===== src/rtl/cpu_ad48_pkg.sv =====
// Shared constants for the cpu_ad48 data-memory path: word width,
// requester indices and the arbiter lock-state encoding.
package cpu_ad48_pkg;

   localparam int unsigned DW      = 48;
   localparam int unsigned REQ_CPU = 0;
   localparam int unsigned REQ_DBG = 1;

   typedef enum logic {
      ARB_IDLE   = 1'b0,
      ARB_LOCKED = 1'b1
   } arb_state_t;

endpackage


===== src/rtl/cpu_ad48_rr_pick.sv =====
// Combinational round-robin picker: first eligible (valid & mask) requester
// at or after ptr, wrapping at NREQ-1, as a one-hot grant plus its index.
module cpu_ad48_rr_pick #(
   parameter int unsigned NREQ = 2,
   parameter int unsigned IW   = 1
) (
   input  logic [NREQ-1:0] valid,
   input  logic [IW-1:0]   ptr,
   input  logic [NREQ-1:0] mask,
   output logic [NREQ-1:0] grant,
   output logic [IW-1:0]   idx
);

   logic [NREQ-1:0] elig;
   logic            found;
   int unsigned     j;

   always_comb begin
      grant = '0;
      idx   = '0;
      found = 1'b0;
      j     = 0;
      elig  = valid & mask;
      for (int unsigned k = 0; k < NREQ; k++) begin
         j = (32'(ptr) + k) % NREQ;
         if (!found && elig[j]) begin
            grant[j] = 1'b1;
            idx      = IW'(j);
            found    = 1'b1;
         end
      end
   end

endmodule


===== src/rtl/cpu_ad48_dmem_arb.sv =====
// Round-robin arbiter sharing the single-port DMEM between NREQ requesters,
// with locked sequences for atomic read-modify-write and 1-cycle responses.
module cpu_ad48_dmem_arb
   import cpu_ad48_pkg::*;
#(
   parameter int unsigned NREQ = 2,
   parameter int unsigned AW   = 6,
   parameter int unsigned DW   = cpu_ad48_pkg::DW
) (
   input  logic              clk,
   input  logic              rst,
   input  logic [NREQ-1:0]   req_valid,
   output logic [NREQ-1:0]   req_ready,
   input  logic [NREQ-1:0]   req_we,
   input  logic [NREQ-1:0]   req_lock,
   input  logic [NREQ*AW-1:0] req_addr,
   input  logic [NREQ*DW-1:0] req_wdata,
   output logic [NREQ-1:0]   rsp_valid,
   output logic [DW-1:0]     rsp_rdata,
   output logic              mem_en,
   output logic              mem_we,
   output logic [AW-1:0]     mem_addr,
   output logic [DW-1:0]     mem_wdata,
   input  logic [DW-1:0]     mem_rdata
);

   localparam int unsigned IW = (NREQ > 1) ? $clog2(NREQ) : 1;

   arb_state_t      state, state_nxt;
   logic [IW-1:0]   owner, owner_nxt;
   logic [IW-1:0]   ptr, ptr_nxt;
   logic [NREQ-1:0] rsp_q;
   logic            rd_q;

   logic [NREQ-1:0] mask, pick_grant, grant;
   logic [IW-1:0]   pick_idx, idx_inc;
   logic            sel_we, sel_lock;
   logic [AW-1:0]   sel_addr;
   logic [DW-1:0]   sel_wdata;

   // While locked, only the owner is eligible.
   assign mask = (state == ARB_LOCKED) ? (NREQ'(1) << owner) : '1;

   cpu_ad48_rr_pick #(
      .NREQ (NREQ),
      .IW   (IW)
   ) u_pick (
      .valid (req_valid),
      .ptr   (ptr),
      .mask  (mask),
      .grant (pick_grant),
      .idx   (pick_idx)
   );

   assign grant     = rst ? '0 : pick_grant;
   assign req_ready = grant;

   always_comb begin
      sel_we    = 1'b0;
      sel_lock  = 1'b0;
      sel_addr  = '0;
      sel_wdata = '0;
      for (int unsigned i = 0; i < NREQ; i++) begin
         if (grant[i]) begin
            sel_we    = req_we[i];
            sel_lock  = req_lock[i];
            sel_addr  = req_addr[i*AW +: AW];
            sel_wdata = req_wdata[i*DW +: DW];
         end
      end
   end

   assign mem_en    = |grant;
   assign mem_we    = sel_we;
   assign mem_addr  = sel_addr;
   assign mem_wdata = sel_wdata;

   assign idx_inc = (pick_idx == IW'(NREQ - 1)) ? '0 : pick_idx + 1'b1;

   always_comb begin
      state_nxt = state;
      owner_nxt = owner;
      ptr_nxt   = ptr;
      if (mem_en) begin
         case (state)
            ARB_IDLE: begin
               ptr_nxt = idx_inc;
               if (sel_lock) begin
                  state_nxt = ARB_LOCKED;
                  owner_nxt = pick_idx;
               end
            end
            ARB_LOCKED: begin
               if (!sel_lock) begin
                  state_nxt = ARB_IDLE;
                  ptr_nxt   = idx_inc;
               end
            end
            default: state_nxt = ARB_IDLE;
         endcase
      end
   end

   always_ff @(posedge clk) begin
      if (rst) begin
         state <= ARB_IDLE;
         owner <= '0;
         ptr   <= '0;
         rsp_q <= '0;
         rd_q  <= 1'b0;
      end else begin
         state <= state_nxt;
         owner <= owner_nxt;
         ptr   <= ptr_nxt;
         rsp_q <= grant;
         rd_q  <= mem_en & ~sel_we;
      end
   end

   // Gated by rst so a response falling due in the reset cycle never shows.
   assign rsp_valid = rsp_q & ~{NREQ{rst}};
   assign rsp_rdata = (rd_q && !rst) ? mem_rdata : '0;

endmodule


===== config.mk =====
export PLATFORM = sky130hd
export DESIGN_NAME = cpu_ad48_dmem_arb
export DESIGN_NICKNAME = d
export VERILOG_FILES = /design/src/rtl/cpu_ad48_pkg.sv /design/src/rtl/cpu_ad48_rr_pick.sv /design/src/rtl/cpu_ad48_dmem_arb.sv
export SDC_FILE = /design/constraint.sdc
export NUM_CORES = 1
export LEC_CHECK = 0
export BUFFER_PORTS_ARGS = -buffer_cell sky130_fd_sc_hd__buf_2
export CELL_PAD_IN_SITES_DETAIL_PLACEMENT = 0
export CELL_PAD_IN_SITES_GLOBAL_PLACEMENT = 2
export CORE_AREA = 3 3 106 133
export CTS_CLUSTER_SIZE = 24
export DETAILED_ROUTE_END_ITERATION = 8
export DIE_AREA = 0 0 109 136
export GPL_TIMING_DRIVEN = 0
export PLACE_DENSITY = 0.86
export SETUP_SLACK_MARGIN = 0.2
export SYNTH_ARGS = -nofsm -noshare
export SYNTH_HDL_FRONTEND = slang
export SYNTH_SLANG_ARGS = --single-unit

===== constraint.sdc =====
create_clock -name clk -period 1.65 [get_ports clk]
set_clock_uncertainty 0.1 [all_clocks]
set_input_delay 0.165 -clock clk [delete_from_list [all_inputs] [get_ports clk]]
set_output_delay 0.165 -clock clk [all_outputs]
set_load 0.03 [all_outputs]

-- Yosys cells after proc, flatten, opt, wreduce, memory -nomap -nowiden
Index checks and enable logic that the tools add are counted.
- magnitude comparators: 4
- multiplexer cells: 28
- $add $sub $neg: 2
- bitwise gates (word level): 7
- reduce and logical (&&, ||, !) cells: 9
- eq/ne operators: 1
- shift operators: 1
- operators by type and width (cell ; count):
    $mux W48 ; 3
    $mux W1 ; 16
    $mux W6 ; 2
    $mux W2 ; 4
    $and A2 B2 Y2 ; 2
    $logic_and A1 B1 Y1 ; 4
    $lt A1 B2 Y1 const B ; 2
    $reduce_and A3 Y1 ; 1
    $add A1 B1 Y1 const B ; 2
    $demux W1 S1 ; 2
    $ge A1 B1 Y1 const B ; 2
    $logic_not A1 Y1 ; 2
    $ne A2 B2 Y1 const B ; 1
    $not A1 Y1 ; 2
    $not A2 Y2 ; 1
    $or A2 B2 Y2 ; 1
    $pmux W1 S2 ; 1
    $reduce_and A2 Y1 ; 1
    $reduce_or A2 Y1 ; 1
    $shl A1 B1 Y2 const A ; 1
    $and A1 B1 Y1 ; 1
- word-level logic and storage cells: 57
- input bits: 164
- register bits after elaboration: 6
- output and inout port bits: 108

-- Longest topological paths before layout
Gate-level depths: netlist of run 1.
- depth in word-level cells: 14
- depth in mapped cells: 5
- gate-level depth less buffers: 4

-- Hierarchy
A second synthesis of run 1 with hierarchy kept.
- cell total of the unflattened synthesis: 162
- area, all modules: 1280.0 sq um
- by module, submodules not included (module ; area each (sq um) ; instances ; cells each ; sequential area each (sq um)):
    cpu_ad48_dmem_arb ; 1249.9 ; 1 ; 158 ; 120.1
    cpu_ad48_rr_pick ; 30.0 ; 1 ; 4 ; 0.0

-- Worst setup path after synthesis of run 1
Ideal clock, no wire load.
- kind: register to output
- from: register state
- to: output port mem_wdata[23]
- path buffers: 1
- required time: 1.385 ns
- setup slack: -0.094 ns
- stages on the path, launching flop included: 5
- arrival: 1.479 ns
- cell sequence: dfxtp_1 and2b_1 a221oi_4 buf_2 a22o_1
- cells in the longest elaborated chain, start to end: 11
- elaborated cells between the ends (all ways): 15
- classes of those cells: mux (11); bitwise (2); reduce/logical (2)
- RTL lines (item ; RTL line ; RTL):
    from (decl) ; cpu_ad48_dmem_arb.sv:29 ; arb_state_t state, state_nxt;
    from (signal assigned) ; cpu_ad48_dmem_arb.sv:112 ; state <= state_nxt;
    $mux W2 (*) ; cpu_ad48_dmem_arb.sv:42 ; assign mask = (state == ARB_LOCKED) ? (NREQ'(1) << owner) : '1;
    $and A2 B2 Y2 (*) ; cpu_ad48_rr_pick.sv:23 ; elig = valid & mask;
    $mux W1 (not written as such) (2 in series) ; cpu_ad48_rr_pick.sv:26 ; if (!found && elig[j]) begin
    $mux W1 ; cpu_ad48_rr_pick.sv:26 ;
    $logic_not A1 Y1 ; cpu_ad48_rr_pick.sv:26 ;
    $logic_and A1 B1 Y1 ; cpu_ad48_rr_pick.sv:26 ;
    $mux W2 (*) ; cpu_ad48_rr_pick.sv:26 ;
    $mux W2 (*) ; cpu_ad48_dmem_arb.sv:55 ; assign grant = rst ? '0 : pick_grant;
    named net req_ready[0] ; cpu_ad48_dmem_arb.sv:13 ; output logic [NREQ-1:0] req_ready,
    $mux W48 (*) (2 in series) ; cpu_ad48_dmem_arb.sv:64 ; if (grant[i]) begin
    to (decl) ; cpu_ad48_dmem_arb.sv:23 ; output logic [DW-1:0] mem_wdata,
Mark *: on every way through the listed nets, which the timed path passes. The rest lies on a longest branch. The select of a mux whose other input is x is not followed.

-- Worst setup path in the final report of run 1
- from: register state
- to: output port mem_wdata[33]
- cells in the longest elaborated chain, start to end: 11
- elaborated cells between the ends (all ways): 15
- classes of those cells: mux (11); bitwise (2); reduce/logical (2)
- RTL lines (item ; RTL line):
    $mux W2 (*) ; cpu_ad48_dmem_arb.sv:42
    $and A2 B2 Y2 (*) ; cpu_ad48_rr_pick.sv:23
    $mux W1 (not written as such) (2 in series) ; cpu_ad48_rr_pick.sv:26
    $mux W1 ; cpu_ad48_rr_pick.sv:26
    $logic_not A1 Y1 ; cpu_ad48_rr_pick.sv:26
    $logic_and A1 B1 Y1 ; cpu_ad48_rr_pick.sv:26
    $mux W2 (*) ; cpu_ad48_rr_pick.sv:26
    $mux W2 (*) ; cpu_ad48_dmem_arb.sv:55
    $mux W48 ; cpu_ad48_dmem_arb.sv:64
    $mux W48 (*) ; cpu_ad48_dmem_arb.sv:64
Every way passes the cells marked *; elsewhere a longest branch is shown, timed or not. The select of a mux whose other input is x is not followed.

==> results of run 1 <==
[critical path: stages, from the launching register on]
cell and delay [ns]:
dfxtp_2 0.34, and2b_2 0.25, a221oi_4 0.26, buf_6 0.22, buf_6 0.14, a22o_2 0.14, buf_6 0.13
[cells by family (layout without fill, tap and decap cells)]
logic type / count (synthesis) / in the layout
compound gates: 67 / 67
simple gates: 67 / 67
buf+inv: 20 / 313
flops: 6 / 6
[sequential cells by signal, summed over array words and instances (netlist names)]
signal	flops
owner	1
ptr	1
rd_q	1
rsp_q	2
state	1
[how the worst max path moves through the flow]
stage	start	end	slack [ns]	cells past startpoint
after detailed placement	owner	mem_wdata[7]	-0.30	6
after CTS	state	mem_wdata[33]	-0.36	6
final	state	mem_wdata[33]	-0.32	6
after floorplan	ptr	mem_addr[0]	0.05	5
after global routing	state	mem_wdata[33]	-0.38	6
after global placement	owner	mem_wdata[7]	-0.28	6
[cell type report]
cell class | instances | area, um^2
multi-input combinational | 134 | 1551
clock buffer | 3 | 75.07
buffer | 18 | 282.8
sequential | 6 | 130.1
timing repair buffer | 290 | 2207
fill | 1297 | 8371
inverter | 2 | 7.507
tap | 168 | 210.2
[cells in the final DEF, fill, tap and decap left out, types with 2 or more instances in the layout]
cell type	netlist	layout
buf_4	4	14
o21ai_0	2	2
dfxtp_1	6	2
buf_2	3	165
a22o_2	0	12
clkbuf_16	0	5
nor2b_1	4	3
buf_12	0	6
buf_6	6	114
dfxtp_4	0	2
buf_8	0	7
nand2b_4	1	2
inv_1	2	2
nand2b_1	3	2
and2_4	0	48
dfxtp_2	0	2
a22o_4	0	42
a21oi_1	3	3
[metrics by stage]
stage          cells  TNS, ns  setup WS (ns)
3_3_place_gp     599   -13.16        -0.2777
5_1_grt          621   -19.95        -0.3774
4_1_cts          615   -18.21        -0.3570
3_5_place_dp     599   -15.09        -0.2995
6_report         621   -16.74        -0.3227
2_1_floorplan    160        0        0.05006
[report_power, final]
| group | total [uW] | internal (uW) | switching, uW |
|---|---|---|---|
| Sequential | 168 | 160 | 8.07 |
| Clock | 389 | 311 | 78.7 |
| Combinational | 1610 | 845 | 767 |
[metal layers]
layer	track usage, %	up-vias	wire length (um)
li1	-	1195	-
met5	0	-	0
met4	2.386	0	198
met1	12.02	1209	3322
met2	21.76	114	5706
met3	1.710	18	450
[timing repair]
item	in CTS	in global routing
gates cloned	1	2
endpoints found under the setup margin	109	110
resized for setup	207	104
buffers inserted	12	4
pin swaps	22	22
==> results.json, run 1 <==
{
  "status": "finished with violations",
  "start_util_pct": 10.04,
  "rows": 46,
  "synth_top_family_by_area": "compound AO/OA/AOI/OAI gates",
  "drt-wirelength-per-cell_um": 15.58,
  "min_path_type": "in -> reg",
  "routabilityCongestion": 0.8084,
  "fin_area_um2": 4464,
  "slew_violations": 0,
  "path_class": "reg -> out",
  "grt_pass1_vias": 2633,
  "wl_um": 9677,
  "synthesis.nets": 324,
  "cp-start-kind": "flop",
  "hpwl_um": 7509,
  "clock_path_buffers": 2,
  "num_vias": 2536,
  "synthFlopType": "dfxtp_1",
  "p_leak_uw": 0.002377,
  "die-area_um2": 14820,
  "post-route-min-period_ns": 1.973,
  "hold_path_end": "state",
  "clk-insertion-delay-late_ns": 0.23,
  "synthTopCellsByArea": "a22o_1 (37%), and2_1 (23%), dfxtp_1 (9.3%)",
  "rr_worst_depth": 6,
  "fin_util_pct": 34.78,
  "ant_nets": 0,
  "die_width_um": 109,
  "layout-drive-gt1-share_pct": 94.04,
  "grt_first_pass_wirelength_um": 13190,
  "place_area_um2": 3269,
  "cts_root_buffer": "clkbuf_16",
  "syn_area_um2": 1289,
  "cellPowerDensity_nw_per_um2": 486.1,
  "grt_start_max_net_pins": 11,
  "fmax_mhz": 506.9,
  "r2r-start": "state",
  "synth_area_per_cell_um2": 8.055,
  "synth.most_common_cell": "a22o_1",
  "critPathRequiredTime_ns": 1.38,
  "grt_usage_pct": 11.01,
  "cts.sinks": 6,
  "synth_top_area_share_pct": 37.38,
  "syn_inst": 160,
  "cts.clk_slew.worst_paths_ns": 0.03,
  "synth_area_leader_cell": "a22o_1",
  "drv_cap": 0,
  "fin_crit_sh_pct": 119.6,
  "failed_checks": "setup timing",
  "synthAdderAreaFrac_pct": 0,
  "synth-compound-area-share_pct": 46.02,
  "hold_buffers": 0,
  "worst_slack_ns": -0.3227,
  "rsz0062_at_grt": "true",
  "relSlewSlack_pct": 82.86,
  "synth_mux_area_share_pct": 0,
  "antenna_found_initial": 0,
  "design.core.area_um2": 12830,
  "synth-warning-count": 0,
  "ys_types": 30,
  "cp-end-kind": "output port",
  "reg2reg_setup_slack_ns": -0.02,
  "crit_fanout": 6,
  "setup_viol": 59,
  "synth-async-reset-ratio_pct": 0,
  "vdd_ir_drop_max_mv": 0.3523,
  "io_buffers": 271,
  "synth_common_cells": "a22o_1 (55), and2_1 (48), buf_6 (6), dfxtp_1 (6), clkbuf_1 (5)",
  "synth_xor_area_share_pct": 0,
  "diodes": 0,
  "via_per_inst": 4.084,
  "tritoncts": "yes",
  "cp.arrival_ns": 1.71,
  "yosysSeqAreaShare_pct": 9.320,
  "synth-seq-cells": 6,
  "p_total_uw": 2170,
  "drc_errors": 0,
  "hold_violations": 0,
  "hp-start": "req_lock[0]",
  "reg2reg_to": "owner",
  "hold_slack_ns": 0.1337,
  "syn2layout_area_growth_pct": 246.4,
  "synth_edf_count": 0,
  "yosys.area_share.simple_pct": 33.88,
  "drtPass1Iterations": 4,
  "die_h_um": 136,
  "drt_iter0_markers": 34,
  "cts-buffers-inserted": 3,
  "worst_pin_slew_ns": 0.2565,
  "htree_levels": 1,
  "hold_depth": 3,
  "ios": 272,
  "overflow": 0,
  "nets": 619
}
Power figures use the tool's default switching activity.
==> inputs of run 2 (changes only) <==
MAX_ROUTING_LAYER = met4   (was not set)
==> run 2 against run 1 <==
Net effect: the flow still finishes with violations (setup timing); wire length increased by 0.26%; core utilization increased by 0.18 points; largest cell class unchanged; maximum frequency about the same; highest routed layer unchanged; setup slack improved by 0.00098 ns; register-to-register slack about the same; largest power group unchanged; critical path type unchanged; global-route usage increased by 0.31 points.
==> results.json, run 2 (synthesis results as in run 1) <==
{
  "drt_iter0_markers": 36,
  "fill_cells": 1294,
  "via_per_inst": 4.095,
  "num_vias": 2543,
  "p_total_uw": 2182,
  "critPathRequiredTime_ns": 1.38,
  "ios": 272,
  "rows": 46,
  "worst_pin_slew_ns": 0.2565,
  "die_h_um": 136,
  "fmax_mhz": 507.2,
  "power_frac_clock_pct": 18.0,
  "relSlewSlack_pct": 82.85,
  "grt_usage_pct": 11.32,
  "cts.sinks": 6,
  "drt-wirelength-per-cell_um": 15.62,
  "overflow": 0,
  "design.core.area_um2": 12830,
  "register_area_um2": 130.1,
  "rsz0062_at_grt": "true",
  "status": "finished with violations",
  "clock_path_buffers": 2,
  "tritoncts": "yes",
  "multi_input_area_um2": 1574,
  "syn2layout_area_growth_pct": 248.2,
  "cp-end-kind": "output port",
  "die_width_um": 109,
  "path_class": "reg -> out",
  "die-area_um2": 14820,
  "setup_viol": 59,
  "layout-drive-gt1-share_pct": 94.04,
  "cts.clk_slew.worst_paths_ns": 0.03,
  "nets": 619,
  "clk-insertion-delay-late_ns": 0.23,
  "start_util_pct": 10.04,
  "pwr-share-seq_pct": 7.7,
  "grt-busiest-layer": "met2",
  "routabilityCongestion": 0.8203,
  "hold_buffers": 0,
  "p_switching_uw": 860.6,
  "hpwl_um": 7509,
  "cp.arrival_ns": 1.71,
  "worst_slack_ns": -0.3217,
  "grt_first_pass_wirelength_um": 13180,
  "wl_um": 9702,
  "grt_pass1_vias": 2635,
  "final_cell_mix": "buf_2 (165), buf_6 (114), and2_4 (48), a22o_4 (45), buf_4 (14)",
  "cellPowerDensity_nw_per_um2": 486.3,
  "slew_violations": 0,
  "ant_nets": 0,
  "use_met1_pct": 12.22,
  "cp-start-kind": "flop",
  "post-route-min-period_ns": 1.972,
  "min_path_type": "in -> reg",
  "crit_fanout": 10,
  "p_leak_uw": 0.002391,
  "largest_register_ff_count": 2,
  "io_buffers": 271,
  "vdd_ir_drop_max_mv": 0.3557,
  "grt.met2_usage_pct": 21.76,
  "failed_checks": "setup timing",
  "regMostFlops": "rsp_q",
  "diodes": 0,
  "fin_cells": 621,
  "hold_violations": 0,
  "drtPass1Iterations": 4,
  "grt.met3_usage_pct": 1.378,
  "layout_commonest_cell": "buf_2",
  "cts_root_buffer": "clkbuf_16",
  "htree_levels": 1,
  "antenna_found_initial": 0,
  "drv_cap": 0,
  "fin_crit_sh_pct": 119.5,
  "p_int_uw": 1321,
  "cts-buffers-inserted": 3,
  "drc_errors": 0,
  "power_switching_share_pct": 39.44,
  "grt_start_max_net_pins": 11,
  "placed_cells": 599,
  "combPwrFrac_pct": 74.3
}
==> run 2: final timing paths <==
path	start	end	slack, ns	cells after the start
max	state	mem_wdata[40]	-0.32	6
max reg2reg	state	owner	-0.02	6
min reg2reg	owner	rsp_q[0]	0.41	1
min	req_lock[0]	state	0.13	3
==> run 2: area by class of cell <==
cell class	count	share of cell area, %
plain buffers	18	6.302
clock buffers	3	1.673
inverters	2	0.1673
multi-input cells	134	35.08
flip-flops and latches	6	2.900
well taps	168	4.685
repair buffers	290	49.19
==> run 2: through the flow <==
stage          area [um^2]  setup slack, ns  TNS [ns]  hold slack [ns]  utilization, %
5_1_grt               4487          -0.3763    -19.95           0.1377           34.96
3_3_place_gp          3269          -0.2777    -13.16           0.3546           25.47
4_1_cts               4043          -0.3570    -18.21           0.1492           31.50
2_1_floorplan         1703          0.05006         0           0.1344               -
3_5_place_dp          3269          -0.2995    -15.09           0.3664           25.47
6_report              4487          -0.3217    -16.86           0.1329           34.96
==> run 2: power by group through the flow <==
stage | logic [uW] | clock network [uW] | registers (uW)
floorplan | 760 | 0 | 171
global placement | 1170 | 0 | 174
detailed placement | 1180 | 0 | 174
CTS | 1450 | 398 | 167
global route | 1700 | 408 | 169
finish | 1620 | 392 | 168
==> run 2: what timing repair did <==
action	CTS	global route
resized for setup	207	107
buffers inserted	12	4
endpoints found under the setup margin	109	110
pin swaps	22	23
cloned	1	2
==> run 2: critical path, stage by stage (launching register included) <==
cell      delay [ns]
dfxtp_2         0.34
and2b_2         0.25
a221oi_4        0.25
buf_6           0.22
buf_12          0.16
a22o_4          0.12
buf_6           0.13
==> run 2: routing by layer <==
layer / share of wire [%] / wire length, um / up-vias
li1: - / - / 1198
met4: 1.8 / 173 / 0
met5: 0 / 0 / -
met2: 59 / 5753 / 107
met3: 4.3 / 414 / 16
met1: 35 / 3361 / 1222
==> inputs of run 3 (changes only) <==
ABC_AREA = 1   (was not set)
CORE_AREA = 3 3 112 141   (was 3 3 106 133)
DIE_AREA = 0 0 115 144   (was 0 0 109 136)
GPL_TIMING_DRIVEN = not set   (was 0)
PLACE_DENSITY = 0.91   (was 0.86)
==> run 3 against run 2 <==
Net effect: the run still ends with setup timing left; final area down 0.31%; setup slack better by 0.076 ns; sequential cell count unchanged; synthesized cell count up 100%; critical path depth up 3; sequential power about the same; first-iteration DRC count up 100%; clock power up 2%; non-clock buffer count up 3; maximum frequency up 4.0%; combinational power down 14%; die area up 12%; largest cell class unchanged.
==> results.json, run 3 <==
{
  "synth-seq-cells": 6,
  "ant_nets": 0,
  "relSlewSlack_pct": 88.06,
  "io_buffers": 271,
  "min_path_type": "in -> reg",
  "synth_area_leader_cell": "nand2_1",
  "placed_cells": 768,
  "antenna_found_initial": 0,
  "nets": 787,
  "syn_area_um2": 1449,
  "wl_um": 10330,
  "cts.sinks": 6,
  "synth.most_common_cell": "nand2_1",
  "regMostFlops": "rsp_q",
  "cts-buffers-inserted": 3,
  "crit_slowest_cell": "dfxtp_4",
  "hold_violations": 0,
  "design.core.area_um2": 14470,
  "die_width_um": 115,
  "r2r-start": "owner",
  "cp-end-kind": "output port",
  "routabilityCongestion": 0.8088,
  "worst_slack_ns": -0.2461,
  "grt_pass1_vias": 2509,
  "fmax_mhz": 527.4,
  "clk-insertion-delay-late_ns": 0.23,
  "overflow": 0,
  "p_leak_uw": 0.002734,
  "worst_pin_slew_ns": 0.1788,
  "tritoncts": "yes",
  "grt_usage_pct": 10.14,
  "yosysSeqAreaShare_pct": 8.290,
  "critical_path.top_delay_family": "buffers and inverters",
  "synthFlopType": "dfxtp_1",
  "path_cells": "inv_4 -> a21boi_2 -> nand2_2 -> nor2_4 -> buf_4 -> clkbuf_16 -> nand2_1 -> nand2_4 -> buf_4",
  "cts_root_buffer": "clkbuf_16",
  "syn_inst": 325,
  "fin_cells": 799,
  "layout_commonest_cell": "buf_2",
  "drt_iter0_markers": 72,
  "drv_cap": 0,
  "register_area_um2": 126.4,
  "via_per_inst": 3.637,
  "start_util_pct": 10.01,
  "finalSetupTns_ns": -12.42,
  "fin_area_um2": 4473,
  "synthesis.nets": 489,
  "crit_fanout": 9,
  "rr_worst_depth": 14,
  "vdd_ir_drop_max_mv": 0.3015,
  "post-route-min-period_ns": 1.896,
  "hold_depth": 3,
  "cp-start-kind": "flop",
  "clock_path_buffers": 2,
  "drt-wirelength-per-cell_um": 12.93,
  "layout-drive-gt1-share_pct": 67.95,
  "hp-start": "rst",
  "slowest_delay_ns": 0.36,
  "reg2reg_to": "ptr",
  "reg2reg_setup_slack_ns": -0.19,
  "synth_area_per_cell_um2": 4.458,
  "preCtsSetupSlack_ns": -0.01690,
  "status": "finished with violations",
  "crit_top_cell": "buf_4",
  "synth_edf_count": 0,
  "die_h_um": 144,
  "critPathRequiredTime_ns": 1.38,
  "cp.arrival_ns": 1.63,
  "fin_crit_sh_pct": 114.9,
  "grt_start_max_net_pins": 49,
  "synth_common_cells": "nand2_1 (175), inv_1 (57), nor2_1 (53)",
  "fill_cells": 1592,
  "cellPowerDensity_nw_per_um2": 438.9,
  "rsz0062_at_grt": "true",
  "setup_viol": 61,
  "ys_types": 18,
  "drtPass1Iterations": 4,
  "grt_first_pass_wirelength_um": 12930,
  "failed_checks": "setup timing",
  "final_cell_mix": "buf_2 (194), nand2_1 (87), nand2_4 (60), inv_1 (54)",
  "drc_errors": 0,
  "syn2layout_area_growth_pct": 208.7,
  "synth-warning-count": 0,
  "diodes": 0,
  "htree_levels": 1,
  "slew_violations": 0,
  "fin_util_pct": 30.91,
  "synth-async-reset-ratio_pct": 0,
  "synth_top_area_share_pct": 45.34,
  "multi_input_area_um2": 1506,
  "die-area_um2": 16560,
  "hpwl_um": 7333,
  "cts.clk_slew.worst_paths_ns": 0.03,
  "num_vias": 2906,
  "largest_register_ff_count": 2,
  "place_area_um2": 3328,
  "hold_path_end": "owner",
  "ios": 272,
  "synthTopCellsByArea": "nand2_1 (45%), inv_1 (15%), nor2_1 (14%)",
  "path_class": "reg -> out",
  "rows": 49,
  "hold_buffers": 0,
  "worst-path-buf-inv": 4
}
[run 3: cell count changes in the layout (fill, tap and decap cells not counted), sizes merged, moves of 2 or more]
cell,delta
a221oi,-2
a22o,-55
and2,-48
clkbuf,+2
inv,+56
nand2,+176
nand2b,-4
nand3,+3
nor2,+54
nor2b,-4
o2111a,-2
o21ai,-2
[run 3: cell families after synthesis]
logic type	count (synthesis)	synth area share, %
AOI/OAI and AO/OA	5	2.245
DFF	6	8.290
and+or+nand+nor	238	64.08
buffers and inverters	76	25.39
[run 3: area by class of cell]
class	count	area share, %
repair buffers	311	51.69
multi-input cells	243	33.68
inverters	58	5.147
well taps	178	4.979
flip-flops and latches	6	2.825
clock buffers	3	1.678
[run 3: repair_timing]
| item | CTS | global route |
|---|---|---|
| buffers inserted | 12 | 6 |
| cloned | 4 | 6 |
| pin swaps | 1 | 12 |
| endpoints found under the setup margin | 62 | 110 |
| resized for setup | 148 | 81 |
[run 3: routing by layer]
metal	part of all wire, %	GRT usage (%)	vias up
met5	0	-	-
met4	2.0	3.276	0
met3	4.6	0.7535	12
met2	55	17.90	116
met1	39	12.17	1267
li1	-	-	1511
[run 3: worst max path at each step]
stage	start	endpoint	slack, ns	cells past startpoint
global placement	owner	mem_addr[1]	-0.01	8
detailed placement	owner	mem_wdata[39]	-0.02	8
finish	owner	mem_wdata[22]	-0.25	9
global route	owner	mem_wdata[22]	-0.33	9
floorplan	rst	rsp_rdata[27]	0.17	6
CTS	state	mem_addr[0]	-0.19	10
[run 3: power by group]
| part | internal, uW | switching (uW) |
|---|---|---|
| registers | 157 | 9.58 |
| clock network | 312 | 88.5 |
| logic | 638 | 759 |
[run 3: metrics by stage]
step                      hold slack, ns  power, uW
after detailed placement          0.3826       1193
final                             0.2425       1963
after CTS                         0.2145       1843
after global routing              0.2860       2076
after global placement            0.3798       1196
after floorplan                   0.3097      811.5
[run 3: worst register-to-register path, stage by stage, from the launching register on]
cell,delay [ns]
dfxtp_4,0.36
inv_4,0.04
a21boi_2,0.15
buf_4,0.14
buf_6,0.09
buf_6,0.08
buf_6,0.08
buf_6,0.08
buf_6,0.08
buf_6,0.08
nand4_1,0.08
nand2_2,0.12
nand2_2,0.07
a21oi_2,0.13
nor2_1,0.05
